**config.mk**
```make
export PLATFORM = sky130hd
export DESIGN_NAME = keypad_scanner
export DESIGN_NICKNAME = d
export VERILOG_FILES = /design/src/rtl/keypad_pkg.sv /design/src/rtl/keypad_scanner_frame_scan.sv /design/src/rtl/keypad_scanner.sv
export SDC_FILE = /design/constraint.sdc
export NUM_CORES = 1
export LEC_CHECK = 0
export BUFFER_PORTS_ARGS = -buffer_cell sky130_fd_sc_hd__clkbuf_2
export CAP_MARGIN = 25
export CELL_PAD_IN_SITES_DETAIL_PLACEMENT = 2
export CELL_PAD_IN_SITES_GLOBAL_PLACEMENT = 2
export CORE_AREA = 2 2 91 93
export DETAILED_ROUTE_END_ITERATION = 6
export DIE_AREA = 0 0 93 95
export PLACE_DENSITY = 0.75
export SLEW_MARGIN = 25
export SYNTH_ARGS = -nofsm -noshare
export SYNTH_HDL_FRONTEND = slang
export SYNTH_SLANG_ARGS = --single-unit
```
**constraint.sdc**
```tcl
create_clock -name clk -period 2.8 [get_ports clk]
set_input_delay 0 -clock clk [delete_from_list [all_inputs] [get_ports clk]]
set_output_delay 0 -clock clk [all_outputs]
set_load 0.1 [all_outputs]
```
**src/rtl/keypad_pkg.sv**
```systemverilog
// Shared definitions for the 4x3 keypad scanner: FSM states, frame classes,
// special key codes and the row/column to key-code map.
package keypad_pkg;

    typedef enum logic [1:0] {
        IDLE,
        CAND,
        PRESSED,
        REL
    } kp_state_e;

    typedef enum logic [1:0] {
        FRAME_EMPTY,
        FRAME_SINGLE,
        FRAME_MULTI
    } frame_type_e;

    localparam logic [3:0] KEY_STAR = 4'hA;
    localparam logic [3:0] KEY_HASH = 4'hB;
    localparam int         NUM_ROWS = 4;
    localparam int         NUM_COLS = 3;

    // Rows 0-2 hold digits 1-9 left to right; row 3 is '*', '0', '#'.
    function automatic logic [3:0] key_map(input logic [1:0] row_idx, input logic [1:0] col_idx);
        logic [3:0] code;
        if (row_idx == 2'd3) begin
            case (col_idx)
                2'd0:    code = KEY_STAR;
                2'd1:    code = 4'd0;
                default: code = KEY_HASH;
            endcase
        end else begin
            code = 4'(row_idx) * 4'd3 + 4'(col_idx) + 4'd1;
        end
        return code;
    endfunction

endpackage

```
**src/rtl/keypad_scanner_frame_scan.sv**
```systemverilog
// Row driver, row-dwell divider, column synchronizer and per-frame key
// accumulation; reports one classified frame result per full 4-row scan.
module key_frame_scan
    import keypad_pkg::*;
#(
    parameter int CLK_DIV = 50_000
) (
    input  logic        clk,
    input  logic        rst,
    input  logic [2:0]  col,
    output logic [3:0]  row,
    output logic        frame_done,
    output frame_type_e frame_type,
    output logic [3:0]  frame_code
);

    localparam int             DIV_W    = $clog2(CLK_DIV);
    localparam logic [DIV_W-1:0] DIV_LAST = DIV_W'(CLK_DIV - 1);

    logic [DIV_W-1:0] div_q, div_d;
    logic [1:0]       row_idx_q, row_idx_d;
    logic [2:0]       sync1_q, sync1_d;
    logic [2:0]       sync2_q, sync2_d;
    logic [1:0]       hits_q, hits_d;
    logic [3:0]       code_q, code_d;
    logic             frame_done_q, frame_done_d;
    frame_type_e      frame_type_q, frame_type_d;
    logic [3:0]       frame_code_q, frame_code_d;

    logic [1:0] row_hits;
    logic [3:0] row_code;
    logic [1:0] base_hits;
    logic [2:0] total_hits;

    always_comb begin
        div_d        = div_q + 1'b1;
        row_idx_d    = row_idx_q;
        sync1_d      = col;
        sync2_d      = sync1_q;
        hits_d       = hits_q;
        code_d       = code_q;
        frame_done_d = 1'b0;
        frame_type_d = frame_type_q;
        frame_code_d = frame_code_q;

        row_hits = 2'd0;
        row_code = 4'd0;
        for (int c = 0; c < NUM_COLS; c++) begin
            if (!sync2_q[c]) begin
                row_hits = row_hits + 2'd1;
                row_code = key_map(row_idx_q, 2'(c));
            end
        end

        // Row 0 starts a fresh frame; the hit count saturates at 2 (= MULTI).
        base_hits  = (row_idx_q == 2'd0) ? 2'd0 : hits_q;
        total_hits = {1'b0, base_hits} + {1'b0, row_hits};

        if (div_q == DIV_LAST) begin
            div_d     = '0;
            row_idx_d = row_idx_q + 2'd1;
            hits_d    = (total_hits >= 3'd2) ? 2'd2 : total_hits[1:0];
            if (row_hits == 2'd1) begin
                code_d = row_code;
            end
            if (row_idx_q == 2'd3) begin
                frame_done_d = 1'b1;
                frame_code_d = code_d;
                if (total_hits == 3'd0) begin
                    frame_type_d = FRAME_EMPTY;
                end else if (total_hits == 3'd1) begin
                    frame_type_d = FRAME_SINGLE;
                end else begin
                    frame_type_d = FRAME_MULTI;
                end
            end
        end
    end

    always_ff @(posedge clk or negedge rst) begin
        if (!rst) begin
            div_q        <= '0;
            row_idx_q    <= 2'd0;
            sync1_q      <= 3'd0;
            sync2_q      <= 3'd0;
            hits_q       <= 2'd0;
            code_q       <= 4'd0;
            frame_done_q <= 1'b0;
            frame_type_q <= FRAME_EMPTY;
            frame_code_q <= 4'd0;
        end else begin
            div_q        <= div_d;
            row_idx_q    <= row_idx_d;
            sync1_q      <= sync1_d;
            sync2_q      <= sync2_d;
            hits_q       <= hits_d;
            code_q       <= code_d;
            frame_done_q <= frame_done_d;
            frame_type_q <= frame_type_d;
            frame_code_q <= frame_code_d;
        end
    end

    assign row        = ~(4'b0001 << row_idx_q);
    assign frame_done = frame_done_q;
    assign frame_type = frame_type_q;
    assign frame_code = frame_code_q;

endmodule

```
**src/rtl/keypad_scanner.sv**
```systemverilog
// 4x3 keypad scanner top: debounce FSM over scan frames and key strobes.
// A key is reported once per debounced press; no auto-repeat.
module keypad_scanner
    import keypad_pkg::*;
#(
    parameter int CLK_DIV    = 50_000,
    parameter int DEB_FRAMES = 4
) (
    input  logic       clk,
    input  logic       rst,
    output logic [3:0] row,
    input  logic [2:0] col,
    output logic [9:0] key_a,
    output logic       key_sure,
    output logic       key_clear,
    output logic [3:0] key_code,
    output logic       key_valid,
    output logic       key_held
);

    localparam int               CNT_W   = $clog2(DEB_FRAMES + 1);
    localparam logic [CNT_W-1:0] CNT_MAX = CNT_W'(DEB_FRAMES);
    localparam logic [CNT_W-1:0] CNT_ONE = CNT_W'(1);

    logic        frame_done;
    frame_type_e frame_type;
    logic [3:0]  frame_code;

    key_frame_scan #(
        .CLK_DIV(CLK_DIV)
    ) u_scan (
        .clk        (clk),
        .rst        (rst),
        .col        (col),
        .row        (row),
        .frame_done (frame_done),
        .frame_type (frame_type),
        .frame_code (frame_code)
    );

    kp_state_e        state_q, state_d;
    logic [CNT_W-1:0] cnt_q, cnt_d, cnt_inc;
    logic [3:0]       cand_q, cand_d;
    logic [3:0]       key_code_q, key_code_d;
    logic             key_valid_q, key_valid_d;
    logic [9:0]       key_a_q, key_a_d;
    logic             key_sure_q, key_sure_d;
    logic             key_clear_q, key_clear_d;
    logic             accept;

    always_comb begin
        state_d     = state_q;
        cnt_d       = cnt_q;
        cand_d      = cand_q;
        key_code_d  = key_code_q;
        accept      = 1'b0;
        cnt_inc     = (cnt_q < CNT_MAX) ? cnt_q + CNT_ONE : cnt_q;

        if (frame_done) begin
            unique case (state_q)
                IDLE: begin
                    if (frame_type == FRAME_SINGLE) begin
                        cand_d  = frame_code;
                        cnt_d   = CNT_ONE;
                        state_d = CAND;
                        accept  = (CNT_ONE >= CNT_MAX);
                    end
                end
                CAND: begin
                    if (frame_type == FRAME_SINGLE && frame_code == cand_q) begin
                        cnt_d  = cnt_inc;
                        accept = (cnt_inc >= CNT_MAX);
                    end else if (frame_type == FRAME_SINGLE) begin
                        cand_d = frame_code;
                        cnt_d  = CNT_ONE;
                        accept = (CNT_ONE >= CNT_MAX);
                    end else begin
                        state_d = IDLE;
                        cnt_d   = '0;
                    end
                end
                PRESSED: begin
                    // Only an empty frame starts a release; other keys are ignored.
                    if (frame_type == FRAME_EMPTY) begin
                        if (CNT_ONE >= CNT_MAX) begin
                            state_d = IDLE;
                            cnt_d   = '0;
                        end else begin
                            state_d = REL;
                            cnt_d   = CNT_ONE;
                        end
                    end
                end
                REL: begin
                    if (frame_type == FRAME_EMPTY) begin
                        cnt_d = cnt_inc;
                        if (cnt_inc >= CNT_MAX) begin
                            state_d = IDLE;
                            cnt_d   = '0;
                        end
                    end else begin
                        state_d = PRESSED;
                        cnt_d   = '0;
                    end
                end
                default: state_d = IDLE;
            endcase
        end

        if (accept) begin
            state_d    = PRESSED;
            cnt_d      = '0;
            key_code_d = cand_d;
        end

        key_valid_d = accept;
        key_a_d     = 10'd0;
        key_sure_d  = 1'b0;
        key_clear_d = 1'b0;
        if (accept) begin
            if (cand_d == KEY_HASH) begin
                key_sure_d = 1'b1;
            end else if (cand_d == KEY_STAR) begin
                key_clear_d = 1'b1;
            end else begin
                key_a_d = 10'b1 << cand_d;
            end
        end
    end

    always_ff @(posedge clk or negedge rst) begin
        if (!rst) begin
            state_q     <= IDLE;
            cnt_q       <= '0;
            cand_q      <= 4'd0;
            key_code_q  <= 4'd0;
            key_valid_q <= 1'b0;
            key_a_q     <= 10'd0;
            key_sure_q  <= 1'b0;
            key_clear_q <= 1'b0;
        end else begin
            state_q     <= state_d;
            cnt_q       <= cnt_d;
            cand_q      <= cand_d;
            key_code_q  <= key_code_d;
            key_valid_q <= key_valid_d;
            key_a_q     <= key_a_d;
            key_sure_q  <= key_sure_d;
            key_clear_q <= key_clear_d;
        end
    end

    assign key_a     = key_a_q;
    assign key_sure  = key_sure_q;
    assign key_clear = key_clear_q;
    assign key_code  = key_code_q;
    assign key_valid = key_valid_q;
    assign key_held  = (state_q == PRESSED) || (state_q == REL);

endmodule

```
* Yosys cells after proc, flatten, opt, wreduce, memory -nomap -nowiden *
Index checks and enable logic that the tools add are counted.

storage, ports and cells
  input bits = 5
  latch bits = 0
  register bits = 63
  logic and storage cells = 111
  output and inout bits = 22
  bits in writable memories = 0
  bits in read-only memories = 0
  memories = 0

operators by class
  $mul = 1
  reductions and logical operators = 10
  eq/ne operators = 16
  div/mod/pow operators = 0
  bitwise logic cells = 1
  mux-type cells = 51
  shifts and indexed selects = 2
  add/sub/neg operators = 10
  magnitude comparators = 3

operators by type and width
  operator               number
  $mux 4                 10
  $mux 10                3
  $mux 2                 14
  $mux 3                 8
  $add 16x1->16 const B  1
  $eq 16x16->1 const B   1
  $mux 16                1
  $add 4x1->4 const B    3
  $mux 1                 12
  $ne 3x3->1 const B     4
  $pmux 3 s4             1
  $shl 1x4->10 const A   1
  $eq 4x4->1 const B     2
  $pmux 2 s4             1
  $pmux 4 s2             1
  $eq 2x1->1 const B     3
  $eq 2x2->1 const B     3
  $logic_not 2->1        3
  $reduce_and 6->1       1
  $add 2x1->2 const B    2
  $add 4x2->4 const B    1
  $eq 4x4->1             1
  $mul 2x2->4 const B    1
  $ne 4x4->1 const B     1
  15 further kinds       15

* Depth between registers and ports, before layout *
Gate-level depths: netlist of run 1.

  depth in word-level cells = 9
  gate-level depth with buffers = 9
  depth with buffers taken out = 9

* Hierarchy *
A second synthesis of run 1 with hierarchy kept.

second synthesis, totals
  cell total of the unflattened synthesis = 268
  area total of the unflattened synthesis = 2,970.3 sq um

by module, submodules not included
  module          area an instance (sq um)  times used  sequential area each (sq um)  cells each
  key_frame_scan  1,821.7                   1           925.9                         164
  keypad_scanner  1,148.6                   1           650.6                         104

* Worst setup path after synthesis of run 1 *
No wires, ideal clock.

  path kind = flip-flop to flip-flop
  start point = reg u_scan.row_idx_q[0]
  end point = reg u_scan.frame_type_q[0], in the netlist u_scan.frame_type[0]
  data arrival time = 2.460 ns
  setup slack = 0.215 ns
  buffers on the path = 0
  library setup time = 0.125 ns
  cell stages (with the launch flop) = 8
  clock period less this slack = 2.585 ns
  required time = 2.675 ns
  cell sequence = dfrtp_1 > inv_1 > ha_1 > inv_1 > nand2_1 > fa_1 > and3_1 > mux2_2

between the ends
  word-level cells in the longest chain between the ends = 6
  elaborated cells on any way between the ends = 9
  classes of those cells = add/sub: 1; eq/ne: 2; mux: 3; reduce/logical: 3

RTL lines
  what                      RTL line                         source
  start: declaration        keypad_scanner_frame_scan.sv:21  logic [1:0] row_idx_q, row_idx_d;
  start signal: assignment  keypad_scanner_frame_scan.sv:93  row_idx_q <= row_idx_d;
  $logic_not 2->1           keypad_scanner_frame_scan.sv:56  base_hits = (row_idx_q == 2'd0) ? 2'd0 : hits_q;
  $mux 2                    keypad_scanner_frame_scan.sv:56
  $add 2x2->3               keypad_scanner_frame_scan.sv:57  total_hits = {1'b0, base_hits} + {1'b0, row_hits};
  $eq 3x1->1                keypad_scanner_frame_scan.sv:71  end else if (total_hits == 3'd1) begin
  $mux 2                    keypad_scanner_frame_scan.sv:71
  $mux 2                    keypad_scanner_frame_scan.sv:69  if (total_hits == 3'd0) begin
  end signal: assignment    keypad_scanner_frame_scan.sv:99  frame_type_q <= frame_type_d;
  end: declaration          keypad_scanner_frame_scan.sv:27  frame_type_e frame_type_q, frame_type_d;

Several ways; a longest one is shown, not always the timed one.
A chain may end at the register's enable or synchronous reset.

* Worst setup path after layout of run 1 *
  start point = reg u_scan.sync2_q[1]
  end point = reg u_scan.frame_type_q[0], in the netlist u_scan.frame_type[0]

between the ends
  word-level cells in the longest chain between the ends = 7
  elaborated cells on any way between the ends = 8
  classes of those cells = add/sub: 2; eq/ne: 1; mux: 4; reduce/logical: 1

RTL lines
  what                      RTL line                         source
  start: declaration        keypad_scanner_frame_scan.sv:23  logic [2:0] sync2_q, sync2_d;
  start signal: assignment  keypad_scanner_frame_scan.sv:95  sync2_q <= sync2_d;
  $mux 2 (*)                keypad_scanner_frame_scan.sv:49  if (!sync2_q[c]) begin
  $add 2x1->2               keypad_scanner_frame_scan.sv:50  row_hits = row_hits + 2'd1;
  $mux 2 (*)                keypad_scanner_frame_scan.sv:49
  $add 2x2->3 (*)           keypad_scanner_frame_scan.sv:57
  $eq 3x1->1                keypad_scanner_frame_scan.sv:71
  $mux 2                    keypad_scanner_frame_scan.sv:71
  $mux 2 (*)                keypad_scanner_frame_scan.sv:69

Every way passes the cells marked *; elsewhere a longest branch is shown, timed or not.

==> results of run 1 <==
## logic make-up (layout without fill, tap and decap cells)
family / count (synthesis) / in the layout / share of synthesized area [%]
XOR/XNOR: 19 / 19 / 5.59
buffers and inverters: 26 / 69 / 3.66
adder cells (fa/ha/maj): 13 / 13 / 5.71
multiplexers: 16 / 16 / 5.76
flip-flops: 63 / 63 / 52.9
AO/OA/AOI/OAI: 37 / 37 / 7.73
AND/OR/NAND/NOR: 100 / 100 / 18.6
## area by class of cell
cell class,count,share of cell area (%)
inverter,17,1.81
sequential,63,44.8
clock buffer,9,3.52
clock inverter,7,2.92
timing repair buffer,36,6.47
multi-input combinational,185,36.7
tap,105,3.73
## worst paths after layout
path,end,slack (ns),cells after the start
setup / recovery,u_scan.frame_type[0],0.49,8
hold / removal,cand_q[0],0.27,2
setup reg to reg,u_scan.frame_type[0],0.49,8
hold reg to reg,u_scan.sync2_q[1],0.35,0
max in group asynchronous,state_q[1],1.87,3
min in group clk,u_scan.sync1_q[1],0.30,2
## per-stage QoR
stage	cell area, sq um	setup WS (ns)
finish	3520	0.486
global route	3520	0.317
CTS	3520	0.472
floorplan	2980	0.215
global placement	3250	0.593
detailed placement	3250	0.507
## synth_stat cells, types with 2 or more instances
| master | number | area, sq um |
|---|---|---|
| xor2_1 | 5 | 43.8 |
| nand4_1 | 6 | 37.5 |
| o21ai_0 | 19 | 95.1 |
| a22o_1 | 2 | 17.5 |
| nand2b_1 | 5 | 31.3 |
| inv_1 | 17 | 63.8 |
| mux2i_1 | 7 | 70.1 |
| nor2b_1 | 3 | 18.8 |
| mux2_2 | 8 | 90.1 |
| a21boi_0 | 2 | 15.0 |
| nor2_1 | 15 | 56.3 |
| nand3b_1 | 2 | 15.0 |
| nand2_1 | 22 | 82.6 |
| a31oi_1 | 2 | 12.5 |
| nor3_1 | 8 | 40.0 |
| or4_1 | 4 | 30.0 |
| and2_1 | 2 | 12.5 |
| or3_1 | 3 | 18.8 |
| xnor2_1 | 14 | 123 |
| buf_2 | 3 | 15.0 |
| o211ai_1 | 2 | 15.0 |
| nand3_1 | 7 | 35.0 |
| ha_1 | 12 | 150 |
| a21oi_1 | 3 | 15.0 |
| nor4_1 | 12 | 75.1 |
| dfrtp_1 | 63 | 1580 |
| clkbuf_1 | 5 | 18.8 |
## registers in the layout, summed over array words and instances (netlist names), 3 cells and up
| register | cells |
|---|---|
| cand_q | 4 |
| u_scan.sync1_q | 3 |
| u_scan.code_q | 4 |
| cnt_q | 3 |
| key_code | 4 |
| u_scan.frame_code | 4 |
| u_scan.div_q | 16 |
| key_a | 10 |
| u_scan.sync2_q | 3 |
## layer usage
layer	routed length [um]	track usage (%)	part of all wire, %
met5	0	0	0
met1	3160	22.9	46
met2	3510	29.9	51
met3	172	2.79	2.5
met4	89	7.72	1.3
## what timing repair did
action / in CTS / in global routing
setup endpoints to repair: 0 / 0
setup buffers: 0 / 0
hold endpoints to repair: 31 / 0
resized for setup: 0 / 0
hold buffers: 4 / 0
## power by group
part | total [mW] | internal, mW | switching, mW
combinational | 0.0574 | 0.0218 | 0.0356
clock | 0.913 | 0.512 | 0.401
sequential | 0.918 | 0.913 | 0.00472
total | 1.89 | 1.45 | 0.441
==> results.yml, run 1 <==
run_status:
  status: "finished clean"
clocking:
  cts.sinks: 63
  cts_max_path_buffers: 2
  cts_tree: "built"
  htree_levels: 3
  cts_buffers: 9
  clkTransAtPathRegs_ns: 0.08
  insertion_delay_ns: 0.34
  root_buffer: "clkbuf_8"
synthesis:
  synth_seq_area_share_pct: 52.9
  synth_ff_type: "dfrtp_1"
  synth_nets: 292
  ys_async_sr_fraction_pct: 100
  synth_cell_type_count: 48
  syn_area_sq_um: 2980
  syn_area_per_cell_sq_um: 10.9
  ys.warnings.count: 0
  synth_edf_count: 0
  synth-seq-cells: 63
  synthCells: 274
layout:
  final_common_cell: "dfrtp_1"
  area_growth_pct: 18.2
  fillers: 857
  insertedDiodeCount: 0
  drive_gt1_share_pct: 19.6
  layout_common_cells: "63 x dfrtp_1, 26 x clkbuf_2, 22 x nand2_1, 19 x o21ai_0, 17 x inv_1"
  utilization_pct: 44.4
  final-instance-count-excl-fill: 422
  seq_area_sq_um: 1580
  multiInputGateArea_sq_um: 1290
  nets: 330
drt:
  vias: 2201
  drc: 0
  drt_iter0_drc: 51
  avgRoutedWirePerCell_um: 16.4
  routed_wl_um: 6930
  ant_nets: 0
  drt_first_pass_iters: 4
  via_per_inst: 5.22
setup_path:
  crit_type: "register to register"
  crit_arrival_ns: 2.54
  cp_top_family: "adder cells"
  startpoint: "u_scan.sync2_q[1]"
  path_max_fanout: 8
  max_stage_delay_ns: 0.47
  worstSetupStartpointType: "register"
  crit_path_end_kind: "register"
  cp_slowest_cell: "fa_1"
  rr_startpoint: "u_scan.sync2_q[1]"
  worst-path-buf-inv: 2
  path_cells: "inv_1 > ha_1 > xnor2_1 > ha_1 > inv_1 > fa_1 > and3_1 > mux2_2"
  worstPathRequired_ns: 3.03
place:
  dp_hpwl_um: 4990
  gp_congestion: 0.770
  placed_cells: 402
  portBuffers: 26
sta:
  slew_headroom_pct: 47.2
  fin_crit_sh_pct: 82.6
  tightest_slew_ns: 0.792
  timing.fmax_ghz: 0.432
  tns_ns: 0
  min_period_ns: 2.31
  final_hold_viol_count: 0
  finClkSkew_ns: 0.0143
  drv_slew: 0
  rsz0062_at_grt: "false"
  holdWs_ns: 0.268
  setup_viol: 0
power_and_ir_drop:
  power_density_nw_per_um2: 537
  total_power_mw: 1.89
  vdd.ir_drop.worst_mv: 0.177
  p_leak_nw: 1.67
grt:
  grt_pass1_wl_um: 12100
  overflow: 0
  grt.total_usage_pct: 17.8
  grt_pass1_vias: 2344
  grt_max_degree: 36
  antenna_found_initial: 0
floorplanning:
  die_w_um: 93
  dieArea_sq_um: 8840
  start_util_pct: 37.6
  coreArea_sq_um: 7930
  io-pin-count: 27
  die_y_um: 95
  fp-row-count: 33
hold_path:
  hold_path.class: "input port to async pin"
run:
  maxCapViolCount: 0
Note: power is estimated with default switching activity, not from simulation.
==> inputs of run 2 (changes only) <==
clock period = 2.3 ns   (was 2.8 ns; I/O delays follow)
==> results.yml, run 2 (synthesis gave the netlist of run 1 again) <==
run_status:
  status: "finished clean"
power_and_ir_drop:
  vdd.ir_drop.worst_mv: 0.439
  p_leak_nw: 1.70
  swShare_pct: 23.8
  pwr-share-comb_pct: 3.8
  total_power_mw: 2.20
  p_seq_share_pct: 50.7
  p_int_mw: 1.68
  switchingPower_mw: 0.525
  pwr-share-clk_pct: 45.5
  power_density_nw_per_um2: 613
clocking:
  clkTransAtPathRegs_ns: 0.08
  cts_max_path_buffers: 2
  cts_buffers: 9
  cts_tree: "built"
  htree_levels: 3
  insertion_delay_ns: 0.36
  root_buffer: "clkbuf_8"
  cts.sinks: 63
sta:
  slew_headroom_pct: 52.8
  finClkSkew_ns: 0.0125
  setup_viol: 0
  fin_crit_sh_pct: 95.0
  drv_slew: 0
  timing.fmax_ghz: 0.458
  min_period_ns: 2.18
  final_hold_viol_count: 0
  worst_slack_ns: 0.116
  tightest_slew_ns: 0.707
setup_path:
  crit_arrival_ns: 2.42
  cp_slowest_cell: "fa_2"
  worst-path-buf-inv: 2
  worstSetupStartpointType: "register"
  cp_top_family: "adder cells"
  path_max_fanout: 3
  path_cells: "inv_1 > ha_4 > xnor2_1 > ha_1 > inv_1 > fa_2 > and3_4 > mux2_2"
  worstPathRequired_ns: 2.54
  crit_path_end_kind: "register"
  max_stage_delay_ns: 0.47
  crit_top_cell: "inv_1"
  crit_type: "register to register"
layout:
  top_register: "u_scan.div_q"
  insertedDiodeCount: 0
  final_common_cell: "dfrtp_1"
  layout_common_cells: "63 x dfrtp_1, 26 x clkbuf_2, 21 x nand2_1, 19 x o21ai_0, 16 x buf_4"
  drive_gt1_share_pct: 23.9
  utilization_pct: 45.4
  largest_reg_flops: 16
  final-instance-count-excl-fill: 432
  area_growth_pct: 20.8
  nets: 340
  final_cell_area_sq_um: 3600
place:
  placed_cells: 411
  portBuffers: 26
  preCtsSetupSlack_ns: 0.0565
  gp_congestion: 0.790
  place_area_sq_um: 3330
  dp_hpwl_um: 5370
grt:
  grt_pass1_vias: 2473
  antenna_found_initial: 0
  overflow: 0
  grt_max_degree: 27
  grt.total_usage_pct: 20.0
  grt_pass1_wl_um: 13200
run:
  maxCapViolCount: 0
floorplanning:
  coreArea_sq_um: 7930
  die_w_um: 93
  dieArea_sq_um: 8840
  die_y_um: 95
  fp-row-count: 33
  start_util_pct: 37.6
  io-pin-count: 27
drt:
  drt_iter0_drc: 62
  drc: 0
  drt_first_pass_iters: 4
  routed_wl_um: 7880
  via_per_inst: 5.19
  avgRoutedWirePerCell_um: 18.2
  ant_nets: 0
  vias: 2242
hold_path:
  hold_path.class: "input port to async pin"
[run 2: cell count changes in the layout (fill, tap and decap cells not counted), sizes merged]
| cell | change |
|---|---|
| clkinvlp | +1 |
| bufinv | -1 |
| clkbuf | +3 |
| inv | -4 |
| clkinv | +1 |
| buf | +10 |
[run 2: stage by stage]
step                hold slack [ns]   TNS, ns
floorplan                    -0.296         0
global placement             0.0771         0
detailed placement           0.0855         0
CTS                           0.243         0
global route                  0.269  -0.00619
finish                        0.220         0
[run 2: cell type report]
cell class              count  area (sq um)
fillers                   846          4330
flip-flops and latches     63          1580
multi-input cells         185          1330
repair buffers             46           290
clock buffers              12           145
well taps                 105           131
inverters                  17          67.6
clock inverters             4          55.1
[run 2: worst paths after layout]
check / endpoint / depth (start not counted) / startpoint / slack [ns]
worst max-delay path: u_scan.frame_type[0] / 8 / u_scan.sync2_q[1] / 0.12
worst min-delay path: key_a[2] / 2 / rst / 0.22
worst max register to register: u_scan.frame_type[0] / 8 / u_scan.sync2_q[1] / 0.12
worst min register to register: u_scan.sync2_q[1] / 0 / u_scan.sync1_q[1] / 0.36
max in group asynchronous: u_scan.frame_done / 3 / rst / 1.33
min in group clk: u_scan.sync1_q[0] / 2 / col[0] / 0.28
[run 2: what timing repair did]
action,CTS,global route
hold buffers,4,0
setup endpoints to repair,1,5
endpoints found under the hold margin,27,0
gates cloned,0,0
buffers inserted,1,0
gates resized for setup,0,4
pin swaps,0,1
[run 2: power groups by stage]
stage          clock network, mW  registers, mW  logic (mW)
2_1_floorplan                  0           1.14      0.0300
3_5_place_dp                   0           1.14      0.0676
6_report                    1.00           1.12      0.0838
5_1_grt                     1.08           1.12      0.0935
4_1_cts                     1.02           1.12      0.0772
3_3_place_gp                   0           1.14      0.0642
[run 2: worst reg2reg max path, stage by stage (launching register included)]
cell,delay [ns]
dfrtp_1,0.39
inv_1,0.13
ha_4,0.23
xnor2_1,0.12
ha_1,0.19
inv_1,0.08
fa_2,0.47
and3_4,0.19
mux2_2,0.26
[run 2: per-layer routing]
layer | vias up | share of wire, % | track usage (%)
met4 | 0 | 1.4 | 7.60
met1 | 1129 | 45 | 25.2
li1 | 1060 | - | -
met2 | 42 | 50 | 33.6
met5 | - | 0 | 0
met3 | 11 | 3.6 | 4.47
==> inputs of run 3 (changes only) <==
==> constraint.sdc (replaced) <==
create_clock -name clk -period 2.3 [get_ports clk]
set_input_delay 0.345 -clock clk [delete_from_list [all_inputs] [get_ports clk]]
set_output_delay 0.345 -clock clk [all_outputs]
set_load 0.1 [all_outputs]
==> results.yml, run 3 (synthesis gave the netlist of run 1 again) <==
grt:
  grt_max_degree: 38
  overflow: 0
  grt_pass1_wl_um: 12700
  grt.total_usage_pct: 18.7
  antenna_found_initial: 0
  grt_pass1_vias: 2487
floorplanning:
  io-pin-count: 27
  dieArea_sq_um: 8840
  die_w_um: 93
  start_util_pct: 37.6
  fp-row-count: 33
  die_y_um: 95
  coreArea_sq_um: 7930
clocking:
  root_buffer: "clkbuf_8"
  cts_buffers: 9
  cts_tree: "built"
  htree_levels: 3
  insertion_delay_ns: 0.34
  cts.sinks: 63
  cts_max_path_buffers: 2
  clkTransAtPathRegs_ns: 0.08
  ctsHoldBuffers: 0
sta:
  tns_ns: 0
  fin_crit_sh_pct: 96.1
  final_hold_viol_count: 0
  worst_slack_ns: 0.0898
  tightest_slew_ns: 0.768
  slew_headroom_pct: 48.8
  timing.fmax_ghz: 0.452
  min_period_ns: 2.21
  finClkSkew_ns: 0.00964
  setup_viol: 0
  drv_slew: 0
setup_path:
  worstPathRequired_ns: 2.52
  r2r_slack_ns: 0.09
  rr_startpoint: "u_scan.sync2_q[0]"
  crit_type: "register to register"
  path_max_fanout: 5
  worstSetupStartpointType: "register"
  crit_arrival_ns: 2.43
  crit_path_end_kind: "register"
  reg2reg_depth: 6
  reg2reg_to: "u_scan.frame_code[3]"
power_and_ir_drop:
  p_seq_share_pct: 52.2
  p_int_mw: 1.63
  total_power_mw: 2.14
  swShare_pct: 23.7
  pwr-share-comb_pct: 3.2
  vdd.ir_drop.worst_mv: 0.341
  power_density_nw_per_um2: 607
  switchingPower_mw: 0.506
  pwr-share-clk_pct: 44.6
  p_leak_nw: 1.68
layout:
  final-instance-count-excl-fill: 426
  drive_gt1_share_pct: 23.1
  largest_reg_flops: 16
  nets: 335
  top_register: "u_scan.div_q"
  insertedDiodeCount: 0
  layout_common_cells: "63 x dfrtp_1, 26 x clkbuf_2, 21 x nand2_1, 19 x o21ai_0"
  final_cell_area_sq_um: 3530
  final_common_cell: "dfrtp_1"
  area_growth_pct: 18.4
drt:
  ant_nets: 0
  via_per_inst: 5.21
  routed_wl_um: 7340
  avgRoutedWirePerCell_um: 17.2
  vias: 2220
  drc: 0
  drt_first_pass_iters: 4
  drt_iter0_drc: 76
run:
  maxCapViolCount: 0
hold_path:
  hold_path.class: "input port to async pin"
place:
  portBuffers: 26
  preCtsSetupSlack_ns: 0.0687
  place_area_sq_um: 3330
  gp_congestion: 0.789
  placed_cells: 410
  dp_hpwl_um: 5200
run_status:
  status: "finished clean"
-- run 3: metrics by stage --
stage	utilization [%]	hold slack [ns]
6_report	44.5	0.0610
5_1_grt	44.5	0.0880
4_1_cts	44.4	0.0833
3_5_place_dp	42.0	0.337
3_3_place_gp	42.0	0.332
2_1_floorplan	-	0.0494
-- run 3: metal layers --
layer	vias to the layer above	track usage, %	wire length, um
met1	1118	23.6	3340
li1	1053	-	-
met3	13	3.59	210
met5	-	0	0
met2	36	32.1	3700
met4	0	6.62	98
-- run 3: area by class of cell --
class,count,area (sq um)
inverters,17,67.6
clock buffers,10,128
repair buffers,41,255
clock inverters,5,60.1
well taps,105,131
fillers,879,4400
multi-input cells,185,1310
flip-flops and latches,63,1580
-- run 3: critical path, cell delays in order (launching register included) --
cell,delay (ns)
dfrtp_1,0.38
inv_1,0.07
ha_1,0.34
or3b_2,0.48
and2_2,0.26
mux2_2,0.28
mux2_2,0.27
-- run 3: how the worst max path moves through the flow --
stage / depth (start not counted) / startpoint / to / slack, ns
after global routing: 8 / u_scan.sync2_q[0] / u_scan.frame_type[0] / -0.03
after floorplan: 7 / u_scan.row_idx_q[1] / u_scan.frame_type[0] / 0.0005
after detailed placement: 6 / u_scan.sync2_q[0] / u_scan.frame_code[3] / 0.07
after global placement: 8 / u_scan.sync2_q[0] / u_scan.frame_type[0] / 0.16
final: 6 / u_scan.sync2_q[0] / u_scan.frame_code[3] / 0.09
after CTS: 6 / u_scan.sync2_q[0] / u_scan.frame_code[3] / 0.05
-- run 3: power by group through the flow --
| stage | clock network, mW | registers (mW) | logic [mW] |
|---|---|---|---|
| finish | 0.954 | 1.12 | 0.0690 |
| global route | 1.03 | 1.12 | 0.0789 |
| CTS | 0.968 | 1.12 | 0.0696 |
| detailed placement | 0 | 1.14 | 0.0680 |
| global placement | 0 | 1.14 | 0.0653 |
| floorplan | 0 | 1.14 | 0.0300 |
-- run 3: what timing repair did --
item,4_1_cts,5_1_grt
buffers inserted,0,1
setup endpoints to repair,0,8
resized for setup,0,1
